$ cat config.mk
export PLATFORM = sky130hd
export DESIGN_NAME = complex_mul_pipe
export DESIGN_NICKNAME = d
export VERILOG_FILES = /design/src/rtl/complex_mul_pipe.sv
export SDC_FILE = /design/constraint.sdc
export NUM_CORES = 2
export LEC_CHECK = 0
export CORE_MARGIN = 5
export CORE_UTILIZATION = 60
export CTS_BUF_LIST = sky130_fd_sc_hd__clkbuf_4
export DETAILED_ROUTE_END_ITERATION = 8
export DONT_BUFFER_PORTS = 1
export PLACE_DENSITY = 0.76
export SYNTH_ARGS = -nofsm -noshare
export SYNTH_HDL_FRONTEND = slang
export SYNTH_SLANG_ARGS = --single-unit
$ cat constraint.sdc
create_clock -name clk -period 3.6 [get_ports clk]
set_input_delay 0.72 -clock clk [delete_from_list [all_inputs] [get_ports clk]]
set_output_delay 0.72 -clock clk [all_outputs]
set_load 0.05 [all_outputs]
$ cat src/rtl/complex_mul_pipe.sv
// Three-stage pipelined complex multiplier: A*B or A*conj(B) in signed fixed point,
// with optional round-half-up, saturation to DATA_W and a global-stall valid/ready handshake.
module complex_mul_pipe #(
  parameter int DATA_W = 16,
  parameter int FRAC   = 8,
  parameter int ROUND  = 1
) (
  input  logic                     clk,
  input  logic                     rst_n,
  input  logic                     in_valid,
  output logic                     in_ready,
  input  logic signed [DATA_W-1:0] a_re,
  input  logic signed [DATA_W-1:0] a_im,
  input  logic signed [DATA_W-1:0] b_re,
  input  logic signed [DATA_W-1:0] b_im,
  input  logic                     conj_b,
  output logic                     out_valid,
  input  logic                     out_ready,
  output logic signed [DATA_W-1:0] o_re,
  output logic signed [DATA_W-1:0] o_im,
  output logic                     o_sat,
  output logic                     sat_sticky,
  input  logic                     sat_clr
);

  localparam int PROD_W = 2 * DATA_W;
  localparam int SUM_W  = 2 * DATA_W + 1;
  localparam int RND_SH = (FRAC > 0) ? FRAC - 1 : 0;
  localparam logic signed [SUM_W-1:0] RND_C =
    (ROUND != 0 && FRAC > 0) ? (SUM_W'(1) << RND_SH) : '0;
  localparam logic signed [SUM_W-1:0] MAX_V =
    {{(SUM_W-DATA_W+1){1'b0}}, {(DATA_W-1){1'b1}}};
  localparam logic signed [SUM_W-1:0] MIN_V =
    {{(SUM_W-DATA_W+1){1'b1}}, {(DATA_W-1){1'b0}}};

  logic adv;

  // The only stall source is a held result; every stage moves in lockstep.
  assign adv      = !(out_valid && !out_ready);
  assign in_ready = adv;

  // Stage 1: raw products
  logic                     v1_reg;
  logic                     conj_reg;
  logic signed [PROD_W-1:0] p_rr_reg, p_ii_reg, p_ri_reg, p_ir_reg;

  always_ff @(posedge clk or negedge rst_n) begin
    if (!rst_n) begin
      v1_reg   <= 1'b0;
      conj_reg <= 1'b0;
      p_rr_reg <= '0;
      p_ii_reg <= '0;
      p_ri_reg <= '0;
      p_ir_reg <= '0;
    end else if (adv) begin
      v1_reg   <= in_valid;
      conj_reg <= conj_b;
      p_rr_reg <= a_re * b_re;
      p_ii_reg <= a_im * b_im;
      p_ri_reg <= a_re * b_im;
      p_ir_reg <= a_im * b_re;
    end
  end

  // Stage 2: sums at one extra bit so the two-product combination never wraps
  logic signed [SUM_W-1:0] rr_x, ii_x, ri_x, ir_x;
  logic signed [SUM_W-1:0] sum_next [2];
  logic signed [SUM_W-1:0] sum_reg  [2];
  logic                    v2_reg;

  assign rr_x = {p_rr_reg[PROD_W-1], p_rr_reg};
  assign ii_x = {p_ii_reg[PROD_W-1], p_ii_reg};
  assign ri_x = {p_ri_reg[PROD_W-1], p_ri_reg};
  assign ir_x = {p_ir_reg[PROD_W-1], p_ir_reg};

  always_comb begin
    sum_next[0] = '0;
    sum_next[1] = '0;
    if (conj_reg) begin
      sum_next[0] = rr_x + ii_x + RND_C;
      sum_next[1] = ir_x - ri_x + RND_C;
    end else begin
      sum_next[0] = rr_x - ii_x + RND_C;
      sum_next[1] = ri_x + ir_x + RND_C;
    end
  end

  always_ff @(posedge clk or negedge rst_n) begin
    if (!rst_n) begin
      v2_reg     <= 1'b0;
      sum_reg[0] <= '0;
      sum_reg[1] <= '0;
    end else if (adv) begin
      v2_reg     <= v1_reg;
      sum_reg[0] <= sum_next[0];
      sum_reg[1] <= sum_next[1];
    end
  end

  // Stage 3: scale and clamp each component (index 0 = real, 1 = imaginary)
  logic signed [DATA_W-1:0] res_next [2];
  logic                     sat_next [2];

  generate
    for (genvar gi = 0; gi < 2; gi++) begin : g_scale
      logic signed [SUM_W-1:0] shifted;
      logic                    over_hi, over_lo;

      assign shifted  = sum_reg[gi] >>> FRAC;
      assign over_hi  = shifted > MAX_V;
      assign over_lo  = shifted < MIN_V;
      assign sat_next[gi] = over_hi || over_lo;
      assign res_next[gi] = over_hi ? MAX_V[DATA_W-1:0] :
                            over_lo ? MIN_V[DATA_W-1:0] :
                                      shifted[DATA_W-1:0];
    end
  endgenerate

  always_ff @(posedge clk or negedge rst_n) begin
    if (!rst_n) begin
      out_valid <= 1'b0;
      o_re      <= '0;
      o_im      <= '0;
      o_sat     <= 1'b0;
    end else if (adv) begin
      out_valid <= v2_reg;
      o_re      <= res_next[0];
      o_im      <= res_next[1];
      o_sat     <= sat_next[0] || sat_next[1];
    end
  end

  // A saturated beat leaving the unit beats a simultaneous clear.
  always_ff @(posedge clk or negedge rst_n) begin
    if (!rst_n) begin
      sat_sticky <= 1'b0;
    end else if (out_valid && out_ready && o_sat) begin
      sat_sticky <= 1'b1;
    end else if (sat_clr) begin
      sat_sticky <= 1'b0;
    end
  end

endmodule

==> metrics.csv <==
stage;metric;value;unit
status;run status;finished with violations;
status;violated checks;negative hold slack, negative setup slack;
cells_and_area;final layout net count;8047;
yosys;Yosys top cell by area;sky130_fd_sc_hd__fa_1;
yosys;share of the synthesized area in the top cell type;38.9;%
drt;violation count after the first detailed-route iteration;2731;
die;row count;110;
drt;total iterations of the first detailed-routing run;5;
yosys;synthesized net count;7707;
cells_and_area;area added between synthesis and finish;16.3;%
clock_tree;clk slew on worst S/H paths;0.07;ns
cells_and_area;Largest register FFs;50;
yosys;register bit total from synthesis;216;
yosys;share of synthesized area occupied by flip-flops and latches;10.0;%
cells_and_area;leading cell types in the layout, fill and taps excluded;sky130_fd_sc_hd__inv_1 (1238), sky130_fd_sc_hd__fa_1 (1001), sky130_fd_sc_hd__nand2_1 (671);
setup_path;reg-to-reg critical path startpoint;p_rr_reg[5]$_DFFE_PN0N_;
setup_path;end point of the critical path;p_ii_reg[30]$_DFFE_PN0N_;
place;port bufs;0;
die;horizontal die dimension;310;um
yosys;distinct cell type count after synthesis;77;
global_routing;initial antenna violation count;5;
sta;final cycle utilization of the critical path;154;%
clock_tree;CTS tree;done;
die;IO Count;106;
drt;via-per-instance ratio;5.59;
die;area enclosed by the die boundary;0.0960;mm2
cells_and_area;most common library cell in the layout ignoring fill and taps;sky130_fd_sc_hd__inv_1;
global_routing;grt total ovfl;0;
sta;Worst Setup Slack, final;-1.94;ns
clock_tree;clock insertion delay at the later pin of the skew report;0.82;ns
sta;TNS Setup;-130.04;ns
drt;# DRC;0;
job;number of maximum-capacitance constraint violations;0;
sta;fmax;180;MHz
yosys;Most used DFF post-synth;sky130_fd_sc_hd__dfrtp_1;
sta;Relative slew margins;19.0;%
setup_path;Reg2Reg Capture Point;g_scale[0].shifted[21]$_DFFE_PN0N_;
yosys;number of standard cells after synthesis;6017;
sta;Slew @ Worst Pin;1.21;ns
yosys;netlist area before placement;0.0540;mm2
clock_tree;count of hold-fix buffers inserted at cts;3;
setup_path;worst-path maximum fanout;32;
setup_path;setup slack of the most critical reg-to-reg path;0.10;ns
setup_path;arrival time of the worst setup path;6.23;ns
setup_path;number of cells traversed by the worst register-to-register path;13;
cells_and_area;fin util;70.0;%
drt;number of vias in the routed layout;42300;
sta;hold violation total from the final report;216;
setup_path;type of element capturing the critical path;register;
sta;Final setup violation count;95;
worst_hold_path;Worst Hold Class;in -> async;
yosys;number of warning messages in the yosys log;0;
clock_tree;Clock Tree Buf Depth;3;
global_routing;vias in the first global route;46300;
sta;number of max-slew violations in the final report;0;
sta;unrepaired setup endpoints after global routing;yes;
global_routing;All-Layer GR Usage;31.5;%
yosys;EDFF count, synth;0;
sta;crit path time final;5.54;ns
drt;post-detailed-routing wire length;149;mm
yosys;synthesized area divided by synthesized cell count;8.97;um2
cells_and_area;ratio of cells with drive above 1 in the final layout;19.0;%
place;final weighted congestion in routability-driven placement;0.931;
clock_tree;number of sinks on the clock net;216;
global_routing;pin count of the biggest net entering global routing;217;
place;detailed placer's ending HPWL;114;mm
global_routing;global-route wire length before repair;240;mm
setup_path;critical path type;in -> reg;
setup_path;required time at the endpoint of the critical path;4.29;ns
die;area inside the core boundary;0.0896;mm2
clock_tree;Clk Tree Root Cell;sky130_fd_sc_hd__clkbuf_4;
clock_tree;number of buffers created by CTS;59;
drt;detailed-route wire length per cell;19.7;um
yosys;top post-synthesis cells by area;sky130_fd_sc_hd__fa_1 (39%), sky130_fd_sc_hd__ha_1 (13%), sky130_fd_sc_hd__dfrtp_1 (10%);
drt;antenna violation net count after detailed routing;0;
clock_tree;level count of the clock H-tree;2;
die;effective utilization at floorplan;60.2;%
setup_path;startpoint type of the worst setup path;primary input;
setup_path;launching element of the worst setup path;b_im[1];
sta;setup clock skew after layout;0.0381;ns
die;Die Height;310;um
sta;Final Hold Slack;-0.392;ns
yosys;async set-reset flop share out of synthesis;100;%
[critical path, cell delays in order]
cell and delay [ns]:
sky130_fd_sc_hd__nand2_2 0.08, sky130_fd_sc_hd__inv_2 0.06, sky130_fd_sc_hd__fa_2 0.60, sky130_fd_sc_hd__buf_4 0.13, sky130_fd_sc_hd__buf_4 0.13, sky130_fd_sc_hd__fa_1 0.45, sky130_fd_sc_hd__fa_1 0.51, sky130_fd_sc_hd__fa_1 0.52
sky130_fd_sc_hd__fa_1 0.50, sky130_fd_sc_hd__inv_1 0.05, sky130_fd_sc_hd__fa_1 0.59, sky130_fd_sc_hd__inv_1 0.07, sky130_fd_sc_hd__ha_1 0.30, sky130_fd_sc_hd__nor3_1 0.27, sky130_fd_sc_hd__nor2_2 0.12, sky130_fd_sc_hd__nand3_2 0.13
sky130_fd_sc_hd__a31oi_4 0.09, sky130_fd_sc_hd__o311a_1 0.31, sky130_fd_sc_hd__or3_1 0.31, sky130_fd_sc_hd__a31o_2 0.25
[layout make-up]
type / count / area (um2)
diodes: 5 / 12.5
clock buffers: 74 / 556
clock inverters: 20 / 91.3
fillers: 6608 / 26800
inverters: 1305 / 4910
multi-input cells: 4244 / 45900
flip-flops and latches: 216 / 5410
well taps: 1176 / 1470
repair buffers: 531 / 4400
[worst min path at each step]
stage                                         to  slack [ns]  cells past startpoint
2_1_floorplan               conj_reg$_DFFE_PN0N_        0.42                      0
3_3_place_gp             p_ri_reg[5]$_DFFE_PN0N_        0.43                      0
3_5_place_dp                o_im[10]$_DFFE_PN0N_        0.44                      0
4_1_cts        g_scale[1].shifted[7]$_DFFE_PN0N_       -0.47                      0
5_1_grt        g_scale[1].shifted[5]$_DFFE_PN0N_       -0.45                      0
6_report       g_scale[1].shifted[7]$_DFFE_PN0N_       -0.39                      0
[metrics by stage]
stage | setup WS (ns) | instances | cell area (um2)
floorplan | -2.60 | 6017 | 56000
global placement | -2.77 | 7418 | 59400
detailed placement | -2.78 | 7418 | 59400
CTS | -1.79 | 7544 | 61300
global route | -2.14 | 7569 | 62700
finish | -1.94 | 7571 | 62800
[synthesized netlist by cell type, types with 25 or more instances]
cell and instances:
sky130_fd_sc_hd__a211oi_1 25, sky130_fd_sc_hd__a21o_1 75, sky130_fd_sc_hd__a21oi_1 248, sky130_fd_sc_hd__and2_1 498, sky130_fd_sc_hd__clkbuf_1 242, sky130_fd_sc_hd__dfrtp_1 216
sky130_fd_sc_hd__fa_1 1048, sky130_fd_sc_hd__ha_1 572, sky130_fd_sc_hd__inv_1 1303, sky130_fd_sc_hd__nand2_1 705, sky130_fd_sc_hd__nand2b_1 44, sky130_fd_sc_hd__nand3_1 41
sky130_fd_sc_hd__nor2_1 234, sky130_fd_sc_hd__nor3_1 43, sky130_fd_sc_hd__o21ai_0 162, sky130_fd_sc_hd__xnor2_1 135, sky130_fd_sc_hd__xor2_1 74
[repair_timing]
action / 4_1_cts / 5_1_grt
buffers inserted: 37 / 37
gates resized for setup: 218 / 292
endpoints found under the hold margin: 219 / 216
endpoints found under the setup margin: 95 / 106
pin swaps: 183 / 201
[cell families after synthesis]
family	after synthesis	synth area share [%]
and+or+nand+nor	1668	14.9
adders and majority gates	1620	52.1
buffers and inverters	1557	10.8
AOI/OAI and AO/OA	736	8.54
DFF	216	10.0
xor gates and xnor gates	209	3.39
muxes	11	0.209
[routing by layer]
layer  routed length (um)  GRT usage, %
met1                57800          41.0
met2                70500          51.7
met3                14000          7.77
met4                 6870          12.1
met5                   14             0
Power is left out: the tool's default activity adds up to more than one toggle a clock period on the data nets, which glitch-free logic cannot reach.
